$ cat config.mk
export PLATFORM = sky130hd
export DESIGN_NAME = dpram_stream_reader_flat
export DESIGN_NICKNAME = d
export VERILOG_FILES = /design/src/rtl/dpram_stream_reader_pkg.sv /design/src/rtl/dpram_stream_reader_if.sv /design/src/rtl/rd_skid_fifo.sv /design/src/rtl/dpram_stream_reader.sv /design/src/flat_wrapper.sv
export SDC_FILE = /design/constraint.sdc
export NUM_CORES = 1
export LEC_CHECK = 0
export BUFFER_PORTS_ARGS = -buffer_cell sky130_fd_sc_hd__buf_2
export CORE_ASPECT_RATIO = 1.4
export CORE_MARGIN = 2
export CORE_UTILIZATION = 50
export CTS_CLUSTER_SIZE = 40
export DETAILED_ROUTE_END_ITERATION = 10
export PLACE_DENSITY = 0.75
export SYNTH_ARGS = -nofsm -noshare
export SYNTH_HDL_FRONTEND = slang
export SYNTH_SLANG_ARGS = --single-unit
$ cat constraint.sdc
create_clock -name clk -period 3.2 [get_ports clk]
set_clock_uncertainty 0.05 [all_clocks]
set_input_delay 0 -clock clk [delete_from_list [all_inputs] [get_ports clk]]
set_output_delay 0 -clock clk [all_outputs]
set_load 0.05 [all_outputs]
$ cat src/rtl/dpram_stream_reader_pkg.sv
// dpram_rd_pkg: shared widths, FSM states and skid depth for the RAM stream reader
package dpram_rd_pkg;
  localparam int DEF_AWIDTH = 12;
  localparam int DEF_DWIDTH = 60;
  localparam int DEF_LWIDTH = 13;
  localparam int SKID_DEPTH = 2;
  typedef enum logic [1:0] {IDLE, ISSUE, DRAIN, DONE} state_t;
endpackage

$ cat src/rtl/dpram_stream_reader_if.sv
// dpram_stream_reader_if: valid/ready word stream with last marker
interface dpram_stream_reader_if #(parameter int DWIDTH = 60);
  logic              out_valid;
  logic              out_ready;
  logic [DWIDTH-1:0] out_data;
  logic              out_last;
  modport master(output out_valid, out_data, out_last, input out_ready);
  modport slave(input out_valid, out_data, out_last, output out_ready);
endinterface

$ cat src/rtl/rd_skid_fifo.sv
// rd_skid_fifo: 2-entry skid FIFO holding {last, data} for the stream reader
module rd_skid_fifo import dpram_rd_pkg::*; #(parameter int W = DEF_DWIDTH + 1) (
  input  logic         clk,
  input  logic         resetn,
  input  logic         push,
  input  logic         pop,
  input  logic [W-1:0] din,
  output logic [W-1:0] dout,
  output logic         valid,
  output logic [1:0]   occ
);
  logic [W-1:0] mem [SKID_DEPTH];
  logic         wp, rp;
  always_ff @(posedge clk or negedge resetn)
    if (!resetn) begin
      mem[0] <= '0;
      mem[1] <= '0;
      wp     <= 1'b0;
      rp     <= 1'b0;
      occ    <= 2'd0;
    end else begin
      if (push) mem[wp] <= din;
      wp  <= wp ^ push;
      rp  <= rp ^ pop;
      occ <= occ + 2'(push) - 2'(pop);
    end
  assign dout  = mem[rp];
  assign valid = occ != 2'd0;
endmodule

$ cat src/rtl/dpram_stream_reader.sv
// dpram_stream_reader: sequential RAM port-B reader onto a stream; DPRAM_STREAM_STALL_CNT_EN enables stall_cycles
module dpram_stream_reader import dpram_rd_pkg::*; #(
  parameter int AWIDTH = DEF_AWIDTH,
  parameter int DWIDTH = DEF_DWIDTH,
  parameter int LWIDTH = DEF_LWIDTH
) (
  input  logic                  clk,
  input  logic                  resetn,
  input  logic                  start,
  input  logic [AWIDTH-1:0]     base_addr,
  input  logic [LWIDTH-1:0]     length,
  output logic                  busy,
  output logic                  done,
  output logic [AWIDTH-1:0]     ram_addr,
  output logic                  ram_wren,
  input  logic [DWIDTH-1:0]     ram_rd_data,
  output logic [31:0]           stall_cycles,
  dpram_stream_reader_if.master s
);
  state_t            st, nst;
  logic [AWIDTH-1:0] addr;
  logic [LWIDTH-1:0] len_q, issued;
  logic              pend, pend_last, accept, pop, issue, v;
  logic [1:0]        occ;
  logic [DWIDTH:0]   head;
  assign accept = st == IDLE && start;
  assign pop    = v && s.out_ready;
  // a word in flight from the RAM already owns a FIFO slot
  assign issue  = st == ISSUE && (3'(occ) + 3'(pend) - 3'(pop)) < 3'(SKID_DEPTH);
  always_comb begin
    nst = st;
    nst = st == IDLE  ? (start ? (length == '0 ? DONE : ISSUE) : IDLE)
        : st == ISSUE ? (issue && issued == len_q - 1'b1 ? DRAIN : ISSUE)
        : st == DRAIN ? (pop && s.out_last ? DONE : DRAIN)
        : IDLE;
  end
  always_ff @(posedge clk or negedge resetn)
    if (!resetn) begin
      st        <= IDLE;
      addr      <= '0;
      len_q     <= '0;
      issued    <= '0;
      pend      <= 1'b0;
      pend_last <= 1'b0;
    end else begin
      st        <= nst;
      pend      <= issue;
      pend_last <= issue && issued == len_q - 1'b1;
      if (accept && length != '0) begin
        addr   <= base_addr;
        len_q  <= length;
        issued <= '0;
      end else if (issue) begin
        addr   <= addr + 1'b1;
        issued <= issued + 1'b1;
      end
    end
  rd_skid_fifo #(.W(DWIDTH + 1)) u_fifo (
    .clk(clk), .resetn(resetn), .push(pend), .pop(pop),
    .din({pend_last, ram_rd_data}), .dout(head), .valid(v), .occ(occ)
  );
  assign s.out_valid = v;
  assign s.out_data  = head[DWIDTH-1:0];
  assign s.out_last  = v & head[DWIDTH];
  assign ram_addr    = addr;
  assign ram_wren    = 1'b0;
  assign busy        = st == ISSUE || st == DRAIN;
  assign done        = st == DONE;
`ifdef DPRAM_STREAM_STALL_CNT_EN
  logic [31:0] stall_q;
  always_ff @(posedge clk or negedge resetn)
    if (!resetn) stall_q <= '0;
    else if (accept) stall_q <= '0;
    else if (v && !s.out_ready && stall_q != '1) stall_q <= stall_q + 1'b1;
  assign stall_cycles = stall_q;
`else
  assign stall_cycles = '0;
`endif
endmodule

$ cat src/flat_wrapper.sv
// flat-port wrapper written by rule: the top's interface ports become plain ports
module dpram_stream_reader_flat import dpram_rd_pkg::*;
#(
  parameter int AWIDTH = DEF_AWIDTH,
  parameter int DWIDTH = DEF_DWIDTH,
  parameter int LWIDTH = DEF_LWIDTH
)
  (clk, resetn, start, base_addr, length, busy, done, ram_addr, ram_wren, ram_rd_data, stall_cycles, s_out_valid, s_out_data, s_out_last, s_out_ready);
  dpram_stream_reader_if #(.DWIDTH(DWIDTH)) s_i ();
  input  logic clk;
  input  logic resetn;
  input  logic start;
  input  logic [AWIDTH-1:0] base_addr;
  input  logic [LWIDTH-1:0] length;
  output logic busy;
  output logic done;
  output logic [AWIDTH-1:0] ram_addr;
  output logic ram_wren;
  input  logic [DWIDTH-1:0] ram_rd_data;
  output logic [31:0] stall_cycles;
  output wire logic [$bits(s_i.out_valid)-1:0] s_out_valid;
  output wire logic [$bits(s_i.out_data)-1:0] s_out_data;
  output wire logic [$bits(s_i.out_last)-1:0] s_out_last;
  input wire logic [$bits(s_i.out_ready)-1:0] s_out_ready;
  assign s_out_valid = s_i.out_valid;
  assign s_out_data = s_i.out_data;
  assign s_out_last = s_i.out_last;
  assign s_i.out_ready = s_out_ready;
  dpram_stream_reader #(.AWIDTH(AWIDTH), .DWIDTH(DWIDTH), .LWIDTH(LWIDTH)) u_core (.clk(clk), .resetn(resetn), .start(start), .base_addr(base_addr), .length(length), .busy(busy), .done(done), .ram_addr(ram_addr), .ram_wren(ram_wren), .ram_rd_data(ram_rd_data), .stall_cycles(stall_cycles), .s(s_i));
endmodule
## Yosys cells after proc, flatten, opt, wreduce, memory -nomap -nowiden

Cells that the tools add are included.

- Add/subtract/negate cells: 7
- Order comparisons: 4
- Equality and inequality tests: 4
- Multiplexer cells: 17
- Bitwise operators: 5
- Reduce and logical (&&, ||, !) cells: 13

Operators with widths:

| kind | number |
|---|---|
| 2-to-1 mux 61 bit | 4 |
| bitwise mux 122 bit | 1 |
| demux 61 bit (select 1 bit) | 1 |
| 2-to-1 mux 13 bit | 2 |
| 2-to-1 mux 12 bit | 2 |
| adder 13 x 1 -> 13 bit (second input constant) | 1 |
| equality test 13 bit | 1 |
| logical NOT 13 bit | 1 |
| nonzero test 13 bit | 1 |
| subtractor 13 x 1 -> 13 bit (second input constant) | 1 |
| adder 12 x 1 -> 12 bit (second input constant) | 1 |
| 2-to-1 mux 2 bit | 6 |
| logical AND 1 bit | 7 |
| equality test 2 bit (second input constant) | 2 |
| >= comparator 2 bit (second input constant) | 2 |
| inverter 1 -> 2 bit | 2 |
| nonzero test 2 bit | 2 |
| adder 2 x 1 -> 3 bit | 1 |
| < comparator 3 x 2 -> 1 bit (second input constant) | 1 |
| subtractor 3 x 1 -> 3 bit | 1 |
| adder 2 x 1 -> 2 bit | 1 |
| equality test 2 x 1 -> 1 bit (second input constant) | 1 |
| logical NOT 2 bit | 1 |
| < comparator 2 x 1 -> 1 bit (second input constant) | 1 |
| other kinds (5) | 6 |

- Flip-flop bits (word level): 168
- Input port bits: 89
- Logic and storage cells: 61

## Longest topological paths before layout

- Word-level depth: 10
- Depth in mapped cells: 13
- Gate-level depth less buffers: 12

## Modules after synthesis

From an unflattened synthesis, not the netlist that was laid out.

- Cell total of the unflattened synthesis: 658
- Area total of the unflattened synthesis: 8363.0 sq um

Modules (own cells, without submodules):

| module | instances | cells each | area each (sq um) |
|---|---|---|---|
| rd_skid_fifo | 1 | 341 | 5591.6 |
| dpram_stream_reader | 1 | 317 | 2771.4 |

## Worst setup path before layout

OpenSTA, ideal clock, no wires.

- Path type: register to register
- Start point: register u_core.u_fifo.occ[1]
- End point: register u_core.addr[5], in the netlist u_core.ram_addr[5]
- Setup time: 0.077 ns
- Data arrival time: 2.795 ns
- Slack: 0.278 ns
- Stages on the path, launching flop included: 14
- Path buffers: 1
- Period minus slack after synthesis: 2.922 ns
- Path through: dfrtp_1 o21ai_1 inv_1 ha_1 inv_1 ha_1 fa_1 nor2b_1 nand2_1 inv_2 clkbuf_1 nand3_1 xor2_1 o21ai_1

- Longest elaborated chain between the ends: 6
- Elaborated cells on any way between the ends: 7
- Those cells by class: 2 x add/sub; 1 x order compare; 4 x reduce/logical

RTL lines:

| item | RTL line | source |
|---|---|---|
| start, declared | rd_skid_fifo.sv:10 | `output logic [1:0] occ` |
| start signal, assigned | rd_skid_fifo.sv:25 | `occ <= occ + 2'(push) - 2'(pop);` |
| parallel branches: the longest is 2 deep, another holds adder 2 x 1 -> 3 bit | - |  |
| subtractor 3 x 1 -> 3 bit (*) | dpram_stream_reader.sv:29 | `assign issue = st == ISSUE && (3'(occ) + 3'(pend) - 3'(pop)) < 3'(SKID_DEPTH);` |
| < comparator 3 x 2 -> 1 bit (*) | dpram_stream_reader.sv:29 |  |
| logical AND 1 bit (*) | dpram_stream_reader.sv:29 |  |
| via u_core.issue | dpram_stream_reader.sv:23 | `logic pend, pend_last, accept, pop, issue, v;` |
| nonzero test 2 bit (no line) (*) | - |  |
| end signal, assigned | dpram_stream_reader.sv:50 | `addr <= base_addr;` |
| end signal, assigned | dpram_stream_reader.sv:54 | `addr <= addr + 1'b1;` |
| end, declared | dpram_stream_reader.sv:21 | `logic [AWIDTH-1:0] addr;` |

Mark *: on every way through the listed nets, which the timed path passes.
A chain may end at the register's enable or synchronous reset.

## Final worst setup path

- Start point: register u_core.u_fifo.occ[1]
- End point: register u_core.st[1]

- Longest elaborated chain between the ends: 9
- Elaborated cells on any way between the ends: 10
- Those cells by class: 2 x add/sub; 1 x order compare; 3 x mux; 4 x reduce/logical

RTL lines:

| item | RTL line | source |
|---|---|---|
| parallel branches: the longest is 2 deep, another holds adder 2 x 1 -> 3 bit | - |  |
| subtractor 3 x 1 -> 3 bit (*) | dpram_stream_reader.sv:29 |  |
| < comparator 3 x 2 -> 1 bit (*) | dpram_stream_reader.sv:29 |  |
| logical AND 1 bit (*) | dpram_stream_reader.sv:29 |  |
| logical AND 1 bit (*) | dpram_stream_reader.sv:33 | `: st == ISSUE ? (issue && issued == len_q - 1'b1 ? DRAIN : ISSUE)` |
| 2-to-1 mux 2 bit (*) (2 in a row) | dpram_stream_reader.sv:33 |  |
| 2-to-1 mux 2 bit (*) | dpram_stream_reader.sv:32 | `nst = st == IDLE ? (start ? (length == '0 ? DONE : ISSUE) : IDLE)` |
| via u_core.nst[1] | dpram_stream_reader.sv:20 | `state_t st, nst;` |
| end signal, assigned | dpram_stream_reader.sv:46 | `st <= nst;` |
| end, declared | dpram_stream_reader.sv:20 |  |

Marks and branches as above.

==> reports/qor.csv <==
metric,value,unit
p_int,3620,uW
cp_data_required_time,3500,ps
routed_wl,18900,um
io_pins,198,
worst-setup-path-type,register to register,
final_cell_mix,"dfrtp_1, buf_2, mux2_2",
cp-end-kind,register,
p_leak,0.00559,uW
hold_violations,0,
combPwrFrac,13.8,%
fin_nets,1029,
hold_ws,221,ps
start_util,50.7,%
fin_area,0.0107,sq mm
clk_pin_slew,60,ps
cts_tree,built,
viasPerCell,5.20,
drv_cap,0,
die_w,112,um
grt_max_degree,108,
grt_pass1_wl,31200,um
critPathLaunch,u_core.u_fifo.occ[1]$_DFF_PN0_,
synth_area,0.00816,sq mm
die_area,0.0174,sq mm
n_fill_cell,1174,
p_seq_share,44.2,%
yosys-top-cells-area,"dfrtp_1, mux2_2, mux2_1",
grt_pass1_vias,6296,
cp.arrival,3250,ps
drc_errors,0,
place_congestion,0.803,
core-area,0.0161,sq mm
placed_area,0.00912,sq mm
tightest_slew,1000,ps
fmax,340,MHz
async_reset_ff_share,100,%
powerDensity,465,mW/mm^2
cts-root-buf,clkbuf_16,
syn_inst,669,
firstDrtPassIters,4,
wl_per_cell,16.6,um
track_usage,22.2,%
clock-sinks,168,
rsz0062_at_grt,false,
yosys_warnings,0,
cts_buffers,17,
drtAntennaViolNets,0,
synth_area_per_cell,12.2,sq um
synth_edf_count,0,
period_share,92.0,%
synth_top_area_share,51.5,%
hp-class,primary input to asynchronous set/reset pin,
ys_ff_latch,168,
outcome,finished clean,
final.min_clock_period,2940,ps
vias,5930,
yosysSeqAreaShare,51.5,%
fin_total_pwr,4980,uW
slew_headroom,33.0,%
worstSkewPairLatency,420,ps
final_common_cell,dfrtp_1,
switchingPower,1360,uW
port_buffers,164,
worstReg2RegStart,u_core.u_fifo.occ[1]$_DFF_PN0_,
layout-drive-gt1-share,39.9,%
yosys.area.top_type,dfrtp_1,
rows,55,
slew_viol_final,0,
die_h,155,um
finalSetupTns,0,ps
swShare,27.3,%
syn_to_final_growth,31.2,%
fin_util,66.5,%
critPathLaunchType,register,
cts_max_path_buffers,2,
synth_ff_type,dfrtp_1,
peakVddDrop,0.374,mV
setup_violations,0,
antenna_found_initial,1,
drt_iter0_drc,339,
overflow,0,
path_max_fanout,11,
clkPwrFrac,42.0,%
dp_hpwl,12000,um
ys_types,46,
h-tree-depth,4,
-- what timing repair did --
item / in CTS / in global routing
endpoints found under the hold margin: 251 / 0
setup buffers: 0 / 0
endpoints found under the setup margin: 0 / 2
hold buffers: 97 / 0
resized for setup: 0 / 3
-- synthesized netlist by cell type, drive strengths merged (10+ instances only) --
master  instances
nor4           10
xnor2          20
clkbuf         31
mux2          182
nor2           20
buf            35
nand3          10
inv            19
o21ai          22
nand2          58
ha             11
dfrtp         168
xor2           14
-- routing by layer --
metal / up-vias / share of wire, % / GRT usage (%)
met5: - / 0 / 0
met3: 37 / 4.1 / 4.44
li1: 2792 / - / -
met2: 160 / 54 / 40.3
met1: 2941 / 40 / 25.9
met4: 0 / 2.3 / 8.59
-- final timing paths --
kind                            slack [ps]  cells past startpoint                                 end
worst min-delay path                   220                      2   u_core.u_fifo.mem[46]$_DFFE_PN0P_
max in group asynchronous             2040                      3   u_core.u_fifo.mem[71]$_DFFE_PN0P_
min in group clk                       270                      4      u_core.ram_addr[7]$_DFFE_PN0P_
worst max register to register         260                     12              u_core.st[1]$_DFF_PN0_
worst min register to register         450                      1  u_core.u_fifo.mem[104]$_DFFE_PN0P_
worst max-delay path                   260                     12              u_core.st[1]$_DFF_PN0_
-- metrics by stage --
| stage | setup slack [ps] | std cells |
|---|---|---|
| after floorplan | 278 | 701 |
| after global placement | 319 | 1011 |
| after detailed placement | 238 | 1011 |
| after CTS | 213 | 1140 |
| after global routing | 30.3 | 1141 |
| final | 255 | 1141 |
-- layout make-up --
class | instances | area, sq um | share of cell area, %
inverter | 19 | 73.8 | 0.689
clock buffer | 17 | 425 | 3.97
clock inverter | 15 | 178 | 1.66
multi-input combinational | 448 | 3640 | 34.0
tap | 199 | 249 | 2.33
antenna | 1 | 2.50 | 0.0234
timing repair buffer | 274 | 1930 | 18.1
sequential | 168 | 4210 | 39.3
-- power by group through the flow --
stage	logic [uW]	registers [uW]	clock network, uW
CTS	687	2200	2130
detailed placement	603	2240	0
global route	741	2210	2220
global placement	595	2240	0
finish	685	2200	2090
floorplan	446	2200	0
-- sequential cells by signal (all words and copies together) (netlist names) --
signal / count
u_core.pend_last: 1
u_core.u_fifo.wp: 1
u_core.ram_addr: 12
u_core.issued: 13
u_core.u_fifo.rp: 1
u_core.pend: 1
u_core.u_fifo.occ: 2
u_core.len_q: 13
u_core.u_fifo.mem: 122
u_core.st: 2
-- kinds of logic (layout without fill, tap and decap cells) --
logic type / count (synthesis) / in the layout / synth area share [%]
buffers and inverters: 85 / 325 / 5.57
muxes: 183 / 183 / 25.2
and+or+nand+nor: 138 / 138 / 8.42
DFF: 168 / 168 / 51.5
AOI/OAI and AO/OA: 48 / 48 / 3.63
other: 1 / 34 / 0.0460
xor gates and xnor gates: 34 / 34 / 3.65
adders and majority gates: 12 / 12 / 1.93
-- worst max-delay path: stages (launching register included) --
cell	delay, ps
dfrtp_1	430
o21ai_2	170
inv_1	60
ha_1	270
inv_1	40
ha_1	190
fa_1	450
nor2b_1	180
nand2_2	130
inv_4	140
o2111ai_1	180
a2111oi_2	390
a31o_1	210
Note: power is estimated with default switching activity, not from simulation.
